### config.mk
export PLATFORM = sky130hd
export DESIGN_NAME = volt_avg
export DESIGN_NICKNAME = d
export VERILOG_FILES = /design/src/rtl/volt_avg_pkg.sv /design/src/rtl/volt_avg_rise_det.sv /design/src/rtl/volt_avg.sv
export SDC_FILE = /design/constraint.sdc
export NUM_CORES = 1
export LEC_CHECK = 0
export BUFFER_PORTS_ARGS = -buffer_cell sky130_fd_sc_hd__buf_2
export CORE_MARGIN = 2
export CORE_UTILIZATION = 35
export CTS_CLUSTER_SIZE = 24
export DETAILED_ROUTE_END_ITERATION = 10
export GPL_ROUTABILITY_DRIVEN = 0
export PLACE_DENSITY = 0.58
export SYNTH_ARGS = -nofsm -noshare
export SYNTH_HDL_FRONTEND = slang
export SYNTH_SLANG_ARGS = --single-unit
### constraint.sdc
create_clock -name clk_16hz -period 17.1 [get_ports clk_16hz]
set_input_delay 1.71 -clock clk_16hz [delete_from_list [all_inputs] [get_ports clk_16hz]]
set_output_delay 1.71 -clock clk_16hz [all_outputs]
set_load 0.05 [all_outputs]
### src/rtl/volt_avg_pkg.sv
// Shared types and constants for the voltmeter averaging and display-mode block.
package volt_pkg;

  // Display modes, in the order the mode button cycles through them.
  typedef enum logic [1:0] {
    LIVE = 2'd0,
    HOLD = 2'd1,
    MAX  = 2'd2,
    MIN  = 2'd3
  } mode_t;

  // 13107 counts per volt, scaled by 1000 to give millivolts.
  localparam int MV_SCALE_NUM   = 32'd1000;
  localparam int MV_SCALE_DEN   = 32'd13107;
  localparam int MV_FULL_SCALE  = 32'd5000;

  localparam int DEF_DEPTH      = 32'd8;
  localparam int DEF_LOG2_DEPTH = 32'd3;

  // Mode that follows m when the mode button is pressed.
  function automatic mode_t next_mode(input mode_t m);
    mode_t r;
    case (m)
      LIVE:    r = HOLD;
      HOLD:    r = MAX;
      MAX:     r = MIN;
      MIN:     r = LIVE;
      default: r = LIVE;
    endcase
    return r;
  endfunction

endpackage

### src/rtl/volt_avg_rise_det.sv
// One-register rising-edge detector for an already synchronised level.
module rise_det (
  input  logic clk,
  input  logic reset,
  input  logic level,
  output logic pulse
);

  logic prev_r;

  // Remember the level seen at the previous clock edge.
  always_ff @(posedge clk or negedge reset) begin
    if (!reset) begin
      prev_r <= 1'b0;
    end else begin
      prev_r <= level;
    end
  end

  // High for the single cycle in which the level has just gone high.
  assign pulse = level & ~prev_r;

endmodule

### src/rtl/volt_avg.sv
// Boxcar average of ADC codes, scaled to millivolts, with live/hold/max/min
// display modes feeding the seven-segment driver.
module volt_avg
  import volt_pkg::*;
#(
  parameter int DEPTH      = DEF_DEPTH,
  parameter int LOG2_DEPTH = DEF_LOG2_DEPTH,
  parameter int SCALE_NUM  = MV_SCALE_NUM,
  parameter int SCALE_DEN  = MV_SCALE_DEN
) (
  input  logic        clk_16hz,
  input  logic        reset,
  input  logic [15:0] sample,
  input  logic        mode_btn,
  input  logic        clr_btn,
  output logic [15:0] num,
  output logic        strobe,
  output logic [1:0]  mode,
  output logic        primed
);

  localparam int SUM_W  = 16 + LOG2_DEPTH;
  localparam int PROD_W = 26;
  localparam int CNT_W  = LOG2_DEPTH + 1;
  localparam logic [CNT_W-1:0] CNT_FULL = CNT_W'(DEPTH);
  localparam logic [CNT_W-1:0] CNT_LAST = CNT_W'(DEPTH - 1);

  logic [15:0]           samp_buf_r [DEPTH];
  logic [LOG2_DEPTH-1:0] wr_ptr_r;
  logic [SUM_W-1:0]      sum_r;
  logic [15:0]           mv_r;
  logic [15:0]           avg_s;
  logic [PROD_W-1:0]     prod_s;
  logic [15:0]           mv_nxt_s;
  logic [CNT_W-1:0]      cnt_r;
  logic                  primed_r;
  logic                  mode_rise_s;
  logic                  clr_rise_s;
  mode_t                 mode_r, mode_nxt_s;
  logic [15:0]           peak_r, peak_nxt_s;
  logic [15:0]           num_r, num_nxt_s;
  logic                  strobe_r, strobe_nxt_s;

  rise_det u_mode_rise (
    .clk   (clk_16hz),
    .reset (reset),
    .level (mode_btn),
    .pulse (mode_rise_s)
  );

  rise_det u_clr_rise (
    .clk   (clk_16hz),
    .reset (reset),
    .level (clr_btn),
    .pulse (clr_rise_s)
  );

  // Circular sample buffer with a running sum; unwritten slots read as zero.
  always_ff @(posedge clk_16hz or negedge reset) begin
    if (!reset) begin
      for (int i = 0; i < DEPTH; i++) begin
        samp_buf_r[i] <= 16'd0;
      end
      wr_ptr_r <= {LOG2_DEPTH{1'b0}};
      sum_r    <= {SUM_W{1'b0}};
    end else begin
      samp_buf_r[wr_ptr_r] <= sample;
      sum_r    <= sum_r + SUM_W'(sample) - SUM_W'(samp_buf_r[wr_ptr_r]);
      wr_ptr_r <= wr_ptr_r + LOG2_DEPTH'(1'b1);
    end
  end

  // Average is the top 16 bits of the sum; scale to millivolts with truncation.
  assign avg_s    = sum_r[SUM_W-1 -: 16];
  assign prod_s   = PROD_W'(avg_s) * PROD_W'(SCALE_NUM);
  assign mv_nxt_s = 16'(prod_s / PROD_W'(SCALE_DEN));

  // Millivolt pipeline register.
  always_ff @(posedge clk_16hz or negedge reset) begin
    if (!reset) begin
      mv_r <= 16'd0;
    end else begin
      mv_r <= mv_nxt_s;
    end
  end

  // Saturating sample counter; primed rises with the write that fills the window.
  always_ff @(posedge clk_16hz or negedge reset) begin
    if (!reset) begin
      cnt_r    <= {CNT_W{1'b0}};
      primed_r <= 1'b0;
    end else begin
      if (cnt_r != CNT_FULL) begin
        cnt_r <= cnt_r + CNT_W'(1'b1);
      end else begin
        cnt_r <= cnt_r;
      end
      primed_r <= primed_r | (cnt_r == CNT_LAST);
    end
  end

  // Mode sequencing, peak tracking and the value presented to the display.
  always_comb begin
    mode_nxt_s   = mode_r;
    peak_nxt_s   = peak_r;
    num_nxt_s    = num_r;
    strobe_nxt_s = 1'b0;
    if (mode_rise_s) begin
      // A mode press wins over a simultaneous clear; entry already re-arms peak.
      mode_nxt_s = next_mode(mode_r);
      case (mode_nxt_s)
        LIVE: begin
          num_nxt_s    = mv_r;
          strobe_nxt_s = 1'b1;
        end
        HOLD: begin
          strobe_nxt_s = 1'b0;
        end
        MAX, MIN: begin
          peak_nxt_s   = mv_r;
          num_nxt_s    = mv_r;
          strobe_nxt_s = 1'b1;
        end
        default: begin
          strobe_nxt_s = 1'b0;
        end
      endcase
    end else begin
      case (mode_r)
        LIVE: begin
          num_nxt_s    = mv_r;
          strobe_nxt_s = 1'b1;
        end
        HOLD: begin
          strobe_nxt_s = 1'b0;
        end
        MAX: begin
          if (clr_rise_s || (mv_r > peak_r)) begin
            peak_nxt_s = mv_r;
            num_nxt_s  = mv_r;
          end else begin
            num_nxt_s  = peak_r;
          end
          strobe_nxt_s = 1'b1;
        end
        MIN: begin
          if (clr_rise_s || (mv_r < peak_r)) begin
            peak_nxt_s = mv_r;
            num_nxt_s  = mv_r;
          end else begin
            num_nxt_s  = peak_r;
          end
          strobe_nxt_s = 1'b1;
        end
        default: begin
          strobe_nxt_s = 1'b0;
        end
      endcase
    end
  end

  // Registered mode, peak and display outputs.
  always_ff @(posedge clk_16hz or negedge reset) begin
    if (!reset) begin
      mode_r   <= LIVE;
      peak_r   <= 16'd0;
      num_r    <= 16'd0;
      strobe_r <= 1'b0;
    end else begin
      mode_r   <= mode_nxt_s;
      peak_r   <= peak_nxt_s;
      num_r    <= num_nxt_s;
      strobe_r <= strobe_nxt_s;
    end
  end

  assign num    = num_r;
  assign strobe = strobe_r;
  assign mode   = mode_r;
  assign primed = primed_r;

endmodule

Word-level counts from Yosys, hierarchy flattened
Index checks and enable logic that the tools add are counted.
{"block": "word_totals", "out_inout_bits": 20, "regBits": 208, "in_bits": 20, "word_cells": 76}
{"block": "op_classes", "mul": 1, "n_mux": 19, "reduce_logical": 12, "eq_ne": 10, "div_mod_pow": 1, "order_cmp": 4, "bitwise_logic": 6, "add_sub_neg": 4}
{"op": "$mux 16", "count": 9}
{"op": "$bwmux 128", "count": 1}
{"op": "$bmux 16 s3", "count": 1}
{"op": "$demux 16 s3", "count": 1}
{"op": "$pmux 16 s3", "count": 1}
{"op": "$pmux 16 s2", "count": 1}
{"op": "$div 26x14->26 const B", "count": 1}
{"op": "$mul 16x7->23 const B", "count": 1}
{"op": "$add 19x16->19", "count": 1}
{"op": "$sub 19x16->19", "count": 1}
{"op": "$gt 16x16->1", "count": 1}
{"op": "$lt 16x16->1", "count": 1}
{"op": "$eq 2x2->1 const B", "count": 4}
{"op": "$pmux 2 s4", "count": 1}
{"op": "$reduce_or 3->1", "count": 2}
{"op": "$add 4x1->4 const B", "count": 1}
{"op": "$eq 2x1->1 const B", "count": 2}
{"op": "$eq 4x3->1 const B", "count": 1}
{"op": "$ge 4x4->1 const B", "count": 1}
{"op": "$logic_not 2->1", "count": 2}
{"op": "$lt 4x1->1 const B", "count": 1}
{"op": "$ne 4x4->1 const B", "count": 1}
{"op": "$not 3->4", "count": 1}
{"op": "$pmux 1 s2", "count": 2}
{"op": "14 further kinds", "count": 18}

Depth between registers and ports, before layout
Gate-level depths: netlist of run 1.
{"block": "depth", "ltp_word": 7, "ltp_mapped": 73, "mapped_depth_nobuf": 65}

Cells and area by module
From an unflattened synthesis of run 1, not the netlist that was laid out.
{"block": "hier_totals", "hier_cells": 2505, "hier_area_um2": 21094.0}
{"module": "volt_avg", "n_inst": 1, "seq_area_each_um2": 5079.9, "area_each_um2": 21016.4, "cells_each": 2501}
{"module": "rise_det", "n_inst": 2, "seq_area_each_um2": 25.0, "area_each_um2": 38.8, "cells_each": 2}

Least setup slack after synthesis of run 1
Ideal clock, no wire load.
{"block": "synth_path", "kind": "reg-to-reg", "startpoint": "reg sum_r[4]", "endpoint": "reg mv_r[0]", "t_arrival_ns": 15.824, "setup_time_ns": 0.126, "period_less_slack_ns": 15.950, "required_ns": 16.974, "path_slack_ns": 1.150, "path_buffers": 6, "stages_incl_launch_ff": 63, "cell_sequence": "dfrtp_1 -> inv_1 -> fa_1 -> fa_1 -> fa_1 -> fa_1 -> inv_1 -> ha_1 -> a21oi_2 -> o21ai_2 -> a311oi_2 -> nor4b_4 -> or3_1 -> buf_2 -> a311oi_4 -> or4_4 -> nand3_4 -> a2111o_2 -> (+27 left out) -> a211oi_1 -> nor2_1 -> ha_1 -> a21oi_1 -> o211ai_1 -> a21o_2 -> o22ai_1 -> xor2_1 -> and3_1 -> clkbuf_1 -> o311a_1 -> nor3_4 -> o211ai_2 -> a21bo_2 -> o21bai_4 -> nor3b_1 -> o221ai_1 -> a221o_1"}
{"block": "synth_via", "elab_chain_len": 2}
{"element": "from (decl)", "line_no": "volt_avg.sv:30", "source": "logic [SUM_W-1:0] sum_r;"}
{"element": "from (signal assigned)", "line_no": "volt_avg.sv:65", "source": "sum_r <= {SUM_W{1'b0}};"}
{"element": "from (signal assigned)", "line_no": "volt_avg.sv:68", "source": "sum_r <= sum_r + SUM_W'(sample) - SUM_W'(samp_buf_r[wr_ptr_r]);"}
{"element": "$mul 16x7->23", "line_no": "volt_avg.sv:75", "source": "assign prod_s = PROD_W'(avg_s) * PROD_W'(SCALE_NUM);"}
{"element": "$div 26x14->26", "line_no": "volt_avg.sv:76", "source": "assign mv_nxt_s = 16'(prod_s / PROD_W'(SCALE_DEN));"}
{"element": "via mv_nxt_s[0]", "line_no": "volt_avg.sv:34", "source": "logic [15:0] mv_nxt_s;"}
{"element": "to (signal assigned)", "line_no": "volt_avg.sv:83", "source": "mv_r <= mv_nxt_s;"}
{"element": "to (decl)", "line_no": "volt_avg.sv:31", "source": "logic [15:0] mv_r;"}
The timed path passes the listed nets, and every way through them passes these cells.
A chain may end at the register's enable or synchronous reset.

Worst setup path in the final report of run 1
{"block": "layout_path", "startpoint": "reg sum_r[5]", "endpoint": "reg mv_r[0]"}
The elaborated chain is that of the path after synthesis.

==> results.toml, run 1 <==
[status]
status = "completed"

[placement]
port_buffers = 39
pre_cts_ws_ns = -0.3560
placed_area_um2 = 22930
hpwlAfterDp_um = 44990

[sta]
setup_violations = 0
period_needed_ns = 16.64
hold_viol = 0
setup_ws_ns = 0.4569
maxSlewViolCount = 0
slew_headroom_pct = 27.37
worstMarginPinSlew_ns = 1.089
holdWs_ns = 0.4813
period_share_pct = 97.33
fmax_mhz = 60.09
skew_ns = 0.01301

[flow_run]
drv_cap = 0

[floorplan]
fp.dieW_um = 249.5
ioPinCount = 40
initial_core_util_pct = 35.59
rows = 89
die_h_um = 249.5
core_area_um2 = 59240
dieArea_um2 = 62230

[worst_setup_path]
end_kind = "flip-flop"
cp_slowest_cell = "fa_1"
path_delay_family = "compound AO/OA/AOI/OAI gates"
cp.required_ns = 17.58
arrival_ns = 17.12
worstSetupPathType = "flip-flop to flip-flop"
slowest_delay_ns = 0.55
cp_max_fo = 10
start_kind = "flip-flop"
worst-path-buf-inv = 9

[final_layout]
multi_input_area_um2 = 15610
layout-drive-gt1-share_pct = 24.54
seqCellArea_um2 = 5135
fin_area_um2 = 25030
area_growth_pct = 18.70
fillers = 5820
fin_nets = 2784
antenna-diode-count = 0
fin_util_pct = 42.25

[detailed_routing]
finalWirelength_um = 59430
routed_via_density = 5.778
drcViolationCount = 0
vias = 19583
first_pass_iters = 6
ant_nets = 0
drt_iter0_drc = 1650
drt-wirelength-per-cell_um = 17.54

[logic_synthesis]
postSynthNetCount = 2625
synth_cells = 2440
synth_ff_type = "dfrtp_1"
yosysWarnings = 0
synth_seq_cells = 205
syn_area_per_cell_um2 = 8.642
synth.distinct_cells = 127
synth_edf_count = 0
synth_area_um2 = 21090
yosysSeqAreaShare_pct = 24.33
synth-async-reset-ratio_pct = 100.0

[hold_path]
hold_path_class = "flip-flop to flip-flop"

[global_route]
grt_util_all_layers_pct = 18.36
grt_pass1_wl_um = 97190
grt_pass1_vias = 19018
grt_overflow = 0
antenna_found_initial = 3
grt_max_degree = 82

[clock_tree]
clkTransAtPathRegs_ns = 0.06
cts-root-buf = "clkbuf_16"
cts-buffers-inserted = 23
cts_tree = "built"
cts.htree.levels = 1
insertion_delay_ns = 0.54
clock_sinks = 205
clk_path_buf_depth = 3
==> synthesized netlist by cell type, types with 24 or more instances <==
cell type	count	area, µm²
ha_1	95	1189
mux2i_1	39	390.4
clkbuf_1	68	255.2
fa_1	70	1401
a21oi_1	143	715.7
xnor2_1	94	823.3
nand4_1	40	250.2
a21o_1	25	187.7
xor2_1	42	367.9
and3_1	24	150.1
a31oi_1	31	193.9
o21ai_0	137	685.7
dfrtp_1	205	5130
nor3_1	57	285.3
mux2_2	118	1329
inv_1	186	698.2
o211ai_1	41	307.8
a22oi_1	80	600.6
nand2_1	203	762.0
nand3_1	66	330.3
a211oi_1	32	240.2
buf_2	27	135.1
nor2_1	126	473.0
==> kinds of logic (layout without fill, tap and decap cells) <==
family                   after synthesis  after routing  synth area share (%)
AO/OA/AOI/OAI                        781            781                 26.46
multiplexers                         164            164                 8.622
buffers and inverters                299            475                 5.625
adder cells (fa/ha/maj)              169            169                 12.47
AND/OR/NAND/NOR                      681            681                 16.46
flip-flops                           205            205                 24.33
XOR/XNOR                             141            141                 6.035
==> what timing repair did <==
action | in CTS | in global routing
pin swaps | 7 | 44
cloned | 0 | 1
gates resized for setup | 19 | 159
buffers inserted | 14 | 41
endpoints found under the setup margin | 1 | 2
hold buffers | 0 | 0
==> metrics by stage <==
| step | setup TNS [ns] | cells |
|---|---|---|
| 3_3_place_gp | -0.1496 | 3291 |
| 5_1_grt | -0.1617 | 3389 |
| 2_1_floorplan | 0 | 2440 |
| 4_1_cts | 0 | 3347 |
| 6_report | 0 | 3389 |
| 3_5_place_dp | -0.3560 | 3291 |
==> placed cells by master, fill, tap and decap left out, drive strengths merged, types with 12 or more instances in the layout <==
cell type	Yosys	layout
a21o	26	26
a21oi	154	154
a22oi	81	81
fa	70	70
o211ai	43	43
nand3	68	68
mux2i	41	41
or2	15	15
and2	19	19
ha	95	95
o21a	15	15
xor2	44	44
xnor2	97	97
or3	16	16
nor2b	18	18
inv	196	194
nand4	41	41
dfrtp	205	205
nor4	21	21
and3	25	25
mux2	122	122
a31oi	32	32
o21ai	160	160
a21boi	17	17
nor3	62	62
nor2	132	132
nand2	204	204
buf	35	235
nand2b	22	22
clkbuf	68	32
o2111ai	12	12
o31ai	24	24
a211oi	42	42
o22ai	25	25
==> cell type report <==
cell class	count	area share (%)
Clock buffer	30	2.564
Clock inverter	12	0.6398
Timing Repair Buffer	237	7.033
Multi-Input combinational cell	1936	62.35
Sequential cell	205	20.51
Tap cell	773	3.864
Inverter	196	3.034
==> state kept, by name (all words and copies together), names as in the netlist <==
register,cells
peak_r,16
cnt_r,4
wr_ptr_r,3
sum_r,19
u_clr_rise.prev_r,1
mode,2
num,16
primed,1
strobe,1
mv_r,13
u_mode_rise.prev_r,1
samp_buf_r,128
==> final timing paths <==
path                       cells past startpoint           from        endpoint  slack [ns]
setup / recovery                              60       sum_r[5]         mv_r[0]        0.46
hold / removal                                 2  samp_buf_r[0]   samp_buf_r[0]        0.48
setup reg to reg                              60       sum_r[5]         mv_r[0]        0.46
hold reg to reg                                2  samp_buf_r[0]   samp_buf_r[0]        0.48
max in group asynchronous                      3          reset  samp_buf_r[30]       13.62
min in group asynchronous                      1          reset        mv_r[12]        1.15
==> tightest hold or removal path, delay by kind of cell (launching register included) <==
kind	cells	cell delay [ns]
flip-flops	1	0.34
AND/OR/NAND/NOR	2	0.12
==> per-layer routing <==
layer  routed length (µm)  global-route usage, %
met1                27050                  25.22
met2                28340                  31.21
met3                 3035                  2.253
met4                  963                  3.287
met5                   43                      0
Power of run 1 is not shown: default switching activity piles up to over one toggle a cycle in this logic, so the estimate is an artifact.
==> inputs of run 2 (changes only) <==
--- a/config.mk
+++ b/config.mk
@@ -6,12 +6,14 @@
 export NUM_CORES = 1
 export LEC_CHECK = 0
 export BUFFER_PORTS_ARGS = -buffer_cell sky130_fd_sc_hd__buf_2
+export CELL_PAD_IN_SITES_DETAIL_PLACEMENT = 1
+export CELL_PAD_IN_SITES_GLOBAL_PLACEMENT = 2
 export CORE_MARGIN = 2
-export CORE_UTILIZATION = 35
+export CORE_UTILIZATION = 37
 export CTS_CLUSTER_SIZE = 24
 export DETAILED_ROUTE_END_ITERATION = 10
 export GPL_ROUTABILITY_DRIVEN = 0
-export PLACE_DENSITY = 0.58
+export PLACE_DENSITY = 0.85
 export SYNTH_ARGS = -nofsm -noshare
 export SYNTH_HDL_FRONTEND = slang
 export SYNTH_SLANG_ARGS = --single-unit
==> results.toml, run 2 (same netlist as run 1, synthesis figures left out) <==
[status]
status = "completed"

[final_layout]
largest_register_ffs = 128
fillers = 6607
top_register = "samp_buf_r"
final_common_cell = "buf_4"
area_growth_pct = 21.78
fin_area_um2 = 25680
layout-drive-gt1-share_pct = 27.04
largest_registers = "samp_buf_r (128), sum_r (19)"
fin_nets = 2829
layout_common_cells = "234 x buf_4, 202 x dfrtp_1, 195 x nand2_1, 182 x inv_1, 131 x o21ai_0"
antenna-diode-count = 0

[worst_setup_path]
critPathLaunch = "sum_r[11]"
cp_slowest_cell = "or4_4"
cp_max_fo = 10
slowest_delay_ns = 0.59
r2r_start = "sum_r[11]"
arrival_ns = 17.21
cp_common_cell = "buf_4"
end_kind = "flip-flop"
start_kind = "flip-flop"
cp.required_ns = 17.58
worstSetupPathType = "flip-flop to flip-flop"

[global_route]
grt_max_degree = 89
grt_pass1_wl_um = 109200
grt_util_all_layers_pct = 22.00
grt_pass1_vias = 20807
antenna_found_initial = 3
grt_overflow = 0

[clock_tree]
clk_path_buf_depth = 3
cts.htree.levels = 1
cts-buffers-inserted = 23
cts_tree = "built"
clkTransAtPathRegs_ns = 0.06
cts-root-buf = "clkbuf_16"
hold_buffers = 0
clock_sinks = 205
insertion_delay_ns = 0.54

[detailed_routing]
drt_iter0_drc = 1063
first_pass_iters = 5
ant_nets = 0
finalWirelength_um = 68920
routed_via_density = 5.879
drcViolationCount = 0
drt-wirelength-per-cell_um = 20.18
vias = 20076

[floorplan]
core_area_um2 = 56390
die_h_um = 242.7
initial_core_util_pct = 37.40
rows = 87
dieArea_um2 = 58920
ioPinCount = 40
fp.dieW_um = 242.7

[flow_run]
drv_cap = 0

[sta]
period_share_pct = 97.86
maxSlewViolCount = 0
holdWs_ns = 0.4718
skew_ns = 0.01126
tns_ns = 0
period_needed_ns = 16.73
hold_viol = 0
fmax_mhz = 59.76
setup_violations = 0
worstMarginPinSlew_ns = 1.110
slew_headroom_pct = 26.00

[hold_path]
hold_path_class = "flip-flop to flip-flop"
min_from = "primed"

[placement]
port_buffers = 39
placed_area_um2 = 22920
hpwlAfterDp_um = 50690
## run 2: cell count changes in the layout (fill, tap and decap cells not counted), sizes merged
| cell | change |
|---|---|
| o21a | +1 |
| buf | +45 |
| clkinv | -3 |
| clkinvlp | -2 |
| clkbuf | +3 |
| inv | +2 |
| bufinv | -3 |
## run 2: final timing paths
kind	slack [ns]	cells after the start	end
worst min register to register	0.47	1	primed
max in group asynchronous	13.61	3	samp_buf_r[100]
worst max-delay path	0.37	66	mv_r[0]
worst min-delay path	0.47	1	primed
worst max register to register	0.37	66	mv_r[0]
min in group asynchronous	1.16	1	num[10]
## run 2: per-stage QoR
step	cells	utilization [%]	setup WS [ns]
2_1_floorplan	2440	-	1.150
3_3_place_gp	3277	40.64	-0.3524
3_5_place_dp	3277	40.64	-0.6621
4_1_cts	3345	42.71	0.005421
5_1_grt	3415	45.54	-0.2883
6_report	3415	45.54	0.3660
## run 2: area by class of cell
cell class                      count  area (µm²)  share of cell area (%)
Multi-Input combinational cell   1937       16070                   62.58
Sequential cell                   205        5134                   19.99
Timing Repair Buffer              281        2068                   8.054
Tap cell                          756       945.9                   3.683
Inverter                          196       759.5                   2.958
Clock buffer                       34       646.9                   2.519
Clock inverter                      6       55.05                  0.2144
## run 2: worst max-delay path, delay by kind of cell, from the launching register on
kind                     cells  cell delay (ns)
AO/OA/AOI/OAI               27             6.63
XOR/XNOR                     3             0.56
adder cells (fa/ha/maj)      5             2.40
buffers and inverters       15             2.24
flip-flops                   1             0.45
multiplexers                 3             1.01
AND/OR/NAND/NOR             13             3.33
## run 2: routing by layer
metal | routed length [µm] | up-vias | GRT usage [%]
met5 | 42 | - | 0
met4 | 1426 | 6 | 3.753
met1 | 30090 | 10155 | 28.81
met3 | 2335 | 111 | 2.344
met2 | 35030 | 370 | 39.47
li1 | - | 9434 | -
## run 2: what timing repair did
item / 4_1_cts / 5_1_grt
pin swaps: 16 / 67
cloned: 0 / 1
endpoints found under the setup margin: 2 / 2
setup buffers: 28 / 69
resized for setup: 50 / 209
Power of run 2 is left out for the same reason.
==> inputs of run 3 (changes only) <==
--- a/config.mk
+++ b/config.mk
@@ -13,7 +13,9 @@
 export CTS_CLUSTER_SIZE = 24
 export DETAILED_ROUTE_END_ITERATION = 10
 export GPL_ROUTABILITY_DRIVEN = 0
+export MAX_ROUTING_LAYER = met4
 export PLACE_DENSITY = 0.85
+export SLEW_MARGIN = 15
 export SYNTH_ARGS = -nofsm -noshare
 export SYNTH_HDL_FRONTEND = slang
 export SYNTH_SLANG_ARGS = --single-unit
==> results.toml, run 3 (same netlist as run 1, synthesis figures left out) <==
[sta]
slew_headroom_pct = 29.13
period_share_pct = 97.51
hold_viol = 0
period_needed_ns = 16.67
fmax_mhz = 59.97
worstMarginPinSlew_ns = 1.063
skew_ns = 0.009248
maxSlewViolCount = 0
setup_violations = 0

[clock_tree]
cts.htree.levels = 1
insertion_delay_ns = 0.54
cts_tree = "built"
clkTransAtPathRegs_ns = 0.06
cts-root-buf = "clkbuf_16"
hold_buffers = 0
clk_path_buf_depth = 3
cts-buffers-inserted = 23
clock_sinks = 205

[worst_setup_path]
reg2reg_to = "mv_r[0]"
rr_worst_depth = 62
cp.required_ns = 17.58
cp_common_cell = "buf_4"
r2r_slack_ns = 0.43
cp_max_fo = 8
worstSetupPathType = "flip-flop to flip-flop"
r2r_start = "sum_r[11]"
cp_slowest_cell = "or4_4"
start_kind = "flip-flop"
arrival_ns = 17.16
critPathLaunch = "sum_r[11]"
slowest_delay_ns = 0.62
end_kind = "flip-flop"

[global_route]
grt_util_all_layers_pct = 22.66
grt_max_degree = 89
antenna_found_initial = 3
grt_pass1_vias = 20804
grt_overflow = 0
grt_pass1_wl_um = 109200

[final_layout]
top_register = "samp_buf_r"
final_common_cell = "buf_4"
layout-drive-gt1-share_pct = 26.40
largest_registers = "samp_buf_r (128), sum_r (19)"
area_growth_pct = 21.35
fin_nets = 2825
largest_register_ffs = 128
layout_common_cells = "229 x buf_4, 203 x dfrtp_1, 196 x nand2_1, 182 x inv_1, 134 x o21ai_0"
fin_util_pct = 45.38

[floorplan]
die_h_um = 242.7
rows = 87
ioPinCount = 40
fp.dieW_um = 242.7
dieArea_um2 = 58920
initial_core_util_pct = 37.40
core_area_um2 = 56390

[flow_run]
drv_cap = 0

[detailed_routing]
first_pass_iters = 5
drt_iter0_drc = 1159
drcViolationCount = 0
ant_nets = 0
vias = 20164
drt-wirelength-per-cell_um = 20.10
finalWirelength_um = 68610
routed_via_density = 5.906

[hold_path]
min_to = "primed"
hold_path_class = "flip-flop to flip-flop"
holdPathStages = 1
min_from = "primed"

[placement]
hpwlAfterDp_um = 50690
port_buffers = 39

[status]
status = "completed"
-- run 3: cell count changes in the layout (fill, tap and decap cells not counted), sizes merged --
cell / previous run / this run
diode: 0 / 3
buf: 280 / 276
-- run 3: timing repair --
| action | 4_1_cts | 5_1_grt |
|---|---|---|
| gates cloned | 0 | 1 |
| buffers inserted | 28 | 65 |
| pin swaps | 16 | 66 |
| resized for setup | 50 | 188 |
| setup endpoints to repair | 2 | 2 |
| endpoints found under the hold margin | 0 | 0 |
-- run 3: cell type report --
type                       instances  area, µm²
fill                            6612      30800
multi-input combinational       1937      16000
sequential                       205       5132
timing repair buffer             277       2042
tap                              756      945.9
inverter                         196      757.0
clock buffer                      34      646.9
clock inverter                     6      55.05
antenna                            3      7.507
-- run 3: stage by stage --
step           instance area (µm²)  hold slack [ns]  TNS, ns  cells  setup slack [ns]
6_report                     25590           0.4718        0   3414            0.4251
5_1_grt                      25590           0.5094  -0.2825   3414           -0.2825
4_1_cts                      24080           0.4785        0   3345          0.005421
3_5_place_dp                 22920           0.4637  -0.6621   3277           -0.6621
3_3_place_gp                 22920           0.4588  -0.3524   3277           -0.3524
2_1_floorplan                21090           0.4465        0   2440             1.150
-- run 3: worst max-delay path by stage --
| stage | endpoint | slack, ns | cells after the start |
|---|---|---|---|
| 3_3_place_gp | mv_r[0] | -0.35 | 64 |
| 2_1_floorplan | mv_r[0] | 1.15 | 62 |
| 5_1_grt | mv_r[0] | -0.28 | 68 |
| 6_report | mv_r[0] | 0.43 | 62 |
| 4_1_cts | mv_r[0] | 0.005 | 62 |
| 3_5_place_dp | mv_r[0] | -0.66 | 63 |
-- run 3: critical path: cells and delay by family, from the launching register on --
family / cells / cell delay, ns
DFF: 1 / 0.45
AOI/OAI and AO/OA: 27 / 6.84
buffers and inverters: 11 / 1.65
muxes: 2 / 0.75
and+or+nand+nor: 17 / 4.56
adders and majority gates: 5 / 2.36
-- run 3: layer usage --
metal | vias up | track usage (%) | part of all wire, %
li1 | 9439 | - | -
met1 | 10245 | 28.86 | 44
met2 | 381 | 39.44 | 51
met3 | 99 | 2.333 | 3.3
met4 | 0 | 3.753 | 2.0
met5 | - | - | 0
Power of run 3 is left out for the same reason.
